## src/rtl/uart_bridge_pkg.sv

```systemverilog
// Shared types and constants for the UART register bridge.
// UART_BRIDGE_CHECKSUM_EN adds the GET_CSUM state to the FSM encoding.
package uart_bridge_pkg;

  localparam logic [7:0] OP_WRITE      = 8'h57;
  localparam logic [7:0] OP_READ       = 8'h52;
  localparam logic [7:0] CSUM_ERR_BYTE = 8'h21;

  typedef enum logic [3:0] {
    ST_IDLE       = 4'd0,
    ST_GET_ADDR   = 4'd1,
    ST_GET_DATA   = 4'd2,
    ST_BUS_WR     = 4'd3,
    ST_BUS_RD     = 4'd4,
    ST_RD_WAIT    = 4'd5,
    ST_TX_SEND    = 4'd6,
    ST_TX_WAIT_HI = 4'd7,
    ST_TX_WAIT_LO = 4'd8
`ifdef UART_BRIDGE_CHECKSUM_EN
    , ST_GET_CSUM = 4'd9
`endif
  } state_e;

endpackage

```

## src/rtl/uart_bridge_timeout.sv

```systemverilog
// Loadable down-counter: reload on i_load, count while i_run, pulse o_expire
// on the first running cycle that finds the count exhausted.
module uart_bridge_timeout #(
  parameter int CNT_W = 8
) (
  input  logic             clk,
  input  logic             rst,
  input  logic             i_load,
  input  logic [CNT_W-1:0] i_load_val,
  input  logic             i_run,
  output logic             o_expire
);

  logic [CNT_W-1:0] r_cnt;

  always_ff @(posedge clk or posedge rst) begin
    if (rst) begin
      r_cnt <= '0;
    end else if (i_load) begin
      r_cnt <= i_load_val;
    end else if (i_run && (r_cnt != '0)) begin
      r_cnt <= r_cnt - 1'b1;
    end
  end

  // A reload in the same cycle wins over expiry.
  assign o_expire = i_run && !i_load && (r_cnt == '0);

endmodule

```

## src/rtl/uart_reg_bridge.sv

```systemverilog
// UART command-frame decoder driving a byte-wide register bus, one reply byte per frame.
// Optional trailing XOR checksum byte when UART_BRIDGE_CHECKSUM_EN is defined.
module uart_reg_bridge
  import uart_bridge_pkg::*;
#(
  parameter int         TIMEOUT_CYCLES = 104167,
  parameter logic [7:0] ACK_BYTE       = 8'h4B,
  parameter logic [7:0] NAK_BYTE       = 8'h3F
) (
  input  logic       clk,
  input  logic       rst,
  input  logic [7:0] rx_data,
  input  logic       rx_ready,
  output logic [7:0] tx_data,
  output logic       tx_start,
  input  logic       tx_busy,
  output logic [7:0] reg_addr,
  output logic [7:0] reg_wdata,
  output logic       reg_we,
  output logic       reg_re,
  input  logic [7:0] reg_rdata,
  output logic       bridge_busy
);

  localparam int               CNT_W    = $clog2(TIMEOUT_CYCLES + 1);
  localparam logic [CNT_W-1:0] LOAD_VAL = CNT_W'(TIMEOUT_CYCLES - 1);

  state_e     r_state;
  logic       r_is_write;
  logic [7:0] r_tx_data;
  logic [7:0] r_addr;
  logic [7:0] r_wdata;
`ifdef UART_BRIDGE_CHECKSUM_EN
  logic [7:0] r_csum;
`endif

  logic w_timed;
  logic w_load;
  logic w_expire;

  assign w_timed = (r_state == ST_GET_ADDR) || (r_state == ST_GET_DATA)
`ifdef UART_BRIDGE_CHECKSUM_EN
                   || (r_state == ST_GET_CSUM)
`endif
                   ;
  // Every entry into a timed state is caused by rx_ready, so reloading while idle covers entry.
  assign w_load = rx_ready || !w_timed;

  uart_bridge_timeout #(.CNT_W(CNT_W)) u_timeout (
    .clk        (clk),
    .rst        (rst),
    .i_load     (w_load),
    .i_load_val (LOAD_VAL),
    .i_run      (w_timed),
    .o_expire   (w_expire)
  );

  always_ff @(posedge clk or posedge rst) begin
    if (rst) begin
      r_state    <= ST_IDLE;
      r_is_write <= 1'b0;
      r_tx_data  <= 8'h00;
      r_addr     <= 8'h00;
      r_wdata    <= 8'h00;
`ifdef UART_BRIDGE_CHECKSUM_EN
      r_csum     <= 8'h00;
`endif
    end else begin
      case (r_state)
        ST_IDLE: begin
          if (rx_ready) begin
            if ((rx_data == OP_WRITE) || (rx_data == OP_READ)) begin
              r_is_write <= (rx_data == OP_WRITE);
`ifdef UART_BRIDGE_CHECKSUM_EN
              r_csum     <= rx_data;
`endif
              r_state    <= ST_GET_ADDR;
            end else begin
              r_tx_data <= NAK_BYTE;
              r_state   <= ST_TX_SEND;
            end
          end
        end
        ST_GET_ADDR: begin
          if (rx_ready) begin
            r_addr <= rx_data;
`ifdef UART_BRIDGE_CHECKSUM_EN
            r_csum  <= r_csum ^ rx_data;
            r_state <= r_is_write ? ST_GET_DATA : ST_GET_CSUM;
`else
            r_state <= r_is_write ? ST_GET_DATA : ST_BUS_RD;
`endif
          end else if (w_expire) begin
            r_state <= ST_IDLE;
          end
        end
        ST_GET_DATA: begin
          if (rx_ready) begin
            r_wdata <= rx_data;
`ifdef UART_BRIDGE_CHECKSUM_EN
            r_csum  <= r_csum ^ rx_data;
            r_state <= ST_GET_CSUM;
`else
            r_state <= ST_BUS_WR;
`endif
          end else if (w_expire) begin
            r_state <= ST_IDLE;
          end
        end
`ifdef UART_BRIDGE_CHECKSUM_EN
        ST_GET_CSUM: begin
          if (rx_ready) begin
            if (rx_data == r_csum) begin
              r_state <= r_is_write ? ST_BUS_WR : ST_BUS_RD;
            end else begin
              r_tx_data <= CSUM_ERR_BYTE;
              r_state   <= ST_TX_SEND;
            end
          end else if (w_expire) begin
            r_state <= ST_IDLE;
          end
        end
`endif
        ST_BUS_WR: begin
          r_tx_data <= ACK_BYTE;
          r_state   <= ST_TX_SEND;
        end
        ST_BUS_RD:  r_state <= ST_RD_WAIT;
        // Read data is valid exactly one cycle after the strobe.
        ST_RD_WAIT: begin
          r_tx_data <= reg_rdata;
          r_state   <= ST_TX_SEND;
        end
        ST_TX_SEND:    if (!tx_busy) r_state <= ST_TX_WAIT_HI;
        ST_TX_WAIT_HI: if (tx_busy)  r_state <= ST_TX_WAIT_LO;
        ST_TX_WAIT_LO: if (!tx_busy) r_state <= ST_IDLE;
        default:       r_state <= ST_IDLE;
      endcase
    end
  end

  assign tx_data     = r_tx_data;
  assign reg_addr    = r_addr;
  assign reg_wdata   = r_wdata;
  assign reg_we      = (r_state == ST_BUS_WR);
  assign reg_re      = (r_state == ST_BUS_RD);
  assign tx_start    = (r_state == ST_TX_SEND) && !tx_busy;
  assign bridge_busy = (r_state != ST_IDLE);

endmodule

```

## config.mk

```make
export PLATFORM = sky130hd
export DESIGN_NAME = uart_reg_bridge
export DESIGN_NICKNAME = d
export VERILOG_FILES = /design/src/rtl/uart_bridge_pkg.sv /design/src/rtl/uart_bridge_timeout.sv /design/src/rtl/uart_reg_bridge.sv
export SDC_FILE = /design/constraint.sdc
export NUM_CORES = 1
export LEC_CHECK = 0
export ABC_AREA = 0
export CORE_MARGIN = 3
export CORE_UTILIZATION = 51
export CTS_CLUSTER_DIAMETER = 40
export CTS_CLUSTER_SIZE = 8
export DETAILED_ROUTE_END_ITERATION = 7
export HOLD_SLACK_MARGIN = 0.05
export PLACE_DENSITY = 0.79
export SLEW_MARGIN = 20
export SYNTH_ARGS = -nofsm -noshare
export SYNTH_HDL_FRONTEND = slang
export SYNTH_SLANG_ARGS = --single-unit
```

## constraint.sdc

```tcl
create_clock -name clk -period 2.5 [get_ports clk]
set_clock_uncertainty 0.2 [all_clocks]
set_input_delay 0.25 -clock clk [delete_from_list [all_inputs] [get_ports clk]]
set_output_delay 0.25 -clock clk [all_outputs]
set_load 0.01 [all_outputs]
```

==> results.yml <==
clock_tree:
  clockBufferDepth: 2
  cts_setup_buffers: 0
  clock-sinks: 46
  htreeDepth: 2
  clk_latency_ps: 290
  hold_buffers: 0
  numCtsBuffers: 5
  ctsResizeCount: 0
  cts_root_buf: "clkbuf_8"
  cts_tree: "yes"
  path_clk_slew_ps: 80
floorplan:
  die_w_um: 74.1
  core_area_sq_um: 4410
  io_pins: 48
  num_rows: 24
  start_util: 0.535
  die-area_sq_um: 5480
  fp.dieH_um: 74.1
synthesis:
  yosysSeqAreaShare: 0.487
  synth_edf_count: 0
  synth_most_common_cell: "dfrtp_1"
  synth_top_cell_by_area: "dfrtp_1"
  async_flop_share: 1.00
  yosysTopAreaCellShare: 0.487
  netlist_area_sq_um: 2360
  synth-seq-cells: 46
  synth_cell_type_count: 56
  synth_ff_type: "dfrtp_1"
  synth_nets: 244
  netlist_top_cells_area: "dfrtp_1 (49%), mux2_2 (7.6%), or4_1 (2.2%)"
  yosysWarnings: 0
  synthCells: 223
  syn_area_per_cell_sq_um: 10.6
  yosys-top-cells-count: "dfrtp_1 (46), mux2_2 (16), nor2_1 (12)"
timing:
  relSlewSlack: 0.533
  hold-worst-slack_ps: 183
  hold_viol: 0
  clock.fmax_ghz: 0.432
  setup_viol: 0
  maxSlewViolCount: 0
  fin_crit_sh: 0.925
  rsz0062_at_grt: "no"
  period_needed_ps: 2310
  tns_ps: 0
  tightest_slew_ps: 699
status:
  status: "completed"
routing:
  vias: 1968
  ant_nets: 0
  initialDrtViolationCount: 143
  totalWireLength_um: 5350
  routedWlPerCell_um: 16.0
  route.detailed.drc: 0
  via_per_inst: 5.87
  first_pass_iters: 4
critical_path:
  cp_top_family: "simple AND/OR/NAND/NOR gates"
  max_stage_delay_ps: 480
  cp-end-kind: "flop"
  crit_chain: "inv_1, ha_1, or3b_1, or3_1, o311ai_1, nand3_1"
  arrival_ps: 2280
  cp_slowest_cell: "or3_1"
  startpoint_type: "flop"
  crit_buf_inv: 1
  worstPathRequired_ps: 2470
  worstSetupPathType: "reg2reg"
  worst-path-max-fanout: 8
finish:
  num-fill-cells: 341
  seq_area_sq_um: 1150
  drive_gt1_frac: 0.177
  multi_input_area_sq_um: 1140
  antennaDiodeCount: 0
  nets: 303
  syn_to_final_growth_pct: 29.4
  fin_area_sq_um: 3060
place:
  hpwl_um: 3970
  io_buffers: 47
  place_area_sq_um: 2960
  place.gp.congestion: 0.855
global_routing:
  track_usage: 0.205
  grt_pass1_wl_um: 8730
  grt_overflow_total: 0
  grt_max_degree: 35
  antenna_found_initial: 0
  grt_pass1_vias: 1830
pwr:
  leakagePower_uw: 0.00117
  ir_worst_vdd_mv: 0.562
  power_density_nw_per_um2: 1030
job:
  max_cap_violations: 0
min_path:
  hold_path_class: "in2async"
cells in the final DEF (no fill, tap or decap), types with 3 or more instances in the layout:
master,count
clkdlybuf4s50_1,47
dfrtp_1,46
mux2_2,16
buf_4,13
nor2_1,12
nand2_1,11
nor3_1,9
a21oi_1,9
or4_1,7
o21ai_0,7
inv_1,7
nand3_1,6
nand2b_1,6
clkbuf_8,6
o21ai_1,5
nor4_2,4
xor2_1,4
o31ai_1,4
and3_1,4
nor4_1,4
nand3b_1,3
nor2b_1,3
or3_1,3
o22a_1,3
a2bb2oi_1,3
report_power, final:
part           switching [uW]  internal (uW)  leakage (uW)
Combinational             693            835      0.000590
Clock                     245            222     0.0000472
Sequential                161            984      0.000530
area by class of cell:
class	instances	share of cell area
clock buffers	6	0.0270
clock inverters	2	0.00409
inverters	9	0.0111
multi-input cells	160	0.374
flip-flops and latches	46	0.377
well taps	52	0.0213
repair buffers	60	0.186
per-stage QoR:
step,utilization,instances,setup WS (ps),power [uW]
4_1_cts,0.692,335,198,3170
3_3_place_gp,0.671,327,283,2660
2_1_floorplan,-,223,375,2000
6_report,0.692,335,186,3140
3_5_place_dp,0.671,327,220,2700
5_1_grt,0.692,335,96.1,3360
sequential cells by signal (all words and copies together), names as in the netlist:
register	count
tx_data	8
r_state	4
r_is_write	1
u_timeout.r_cnt	17
reg_wdata	8
reg_addr	8
layer usage:
layer / GRT usage / part of all wire / routed length (um) / up-vias
met5: 0 / 0 / 0 / -
met4: 0.0765 / 0.017 / 91 / 0
met2: 0.322 / 0.49 / 2640 / 35
met1: 0.291 / 0.46 / 2480 / 970
met3: 0.0297 / 0.027 / 143 / 9
li1: - / - / - / 954
kinds of logic (layout without fill, tap and decap cells):
logic type / count (synthesis) / after routing / synth area share
AND/OR/NAND/NOR: 88 / 88 / 0.234
AO/OA/AOI/OAI: 48 / 48 / 0.141
flip-flops: 46 / 46 / 0.487
multiplexers: 18 / 18 / 0.0847
buffers and inverters: 17 / 77 / 0.0286
XOR/XNOR: 5 / 5 / 0.0185
adder cells (fa/ha/maj): 1 / 1 / 0.00530
worst reg2reg max path, cell delays in order, from the launching register on:
cell	delay [ps]
dfrtp_1	420
inv_1	90
ha_1	180
or3b_1	430
or3_1	480
o311ai_1	280
nand3_1	100
path summary, 6_finish.rpt:
kind	end	start	slack [ps]	cells after the start
hold reg to reg	tx_data[0]	tx_data[0]	290	1
setup reg to reg	r_state[1]	u_timeout.r_cnt[0]	190	6
setup / recovery	r_state[1]	u_timeout.r_cnt[0]	190	6
max in group asynchronous	r_state[1]	rst	1310	3
hold / removal	reg_wdata[7]	rst	180	2
min in group clk	tx_data[0]	tx_data[0]	290	1
(Power assumes the default switching activity.)
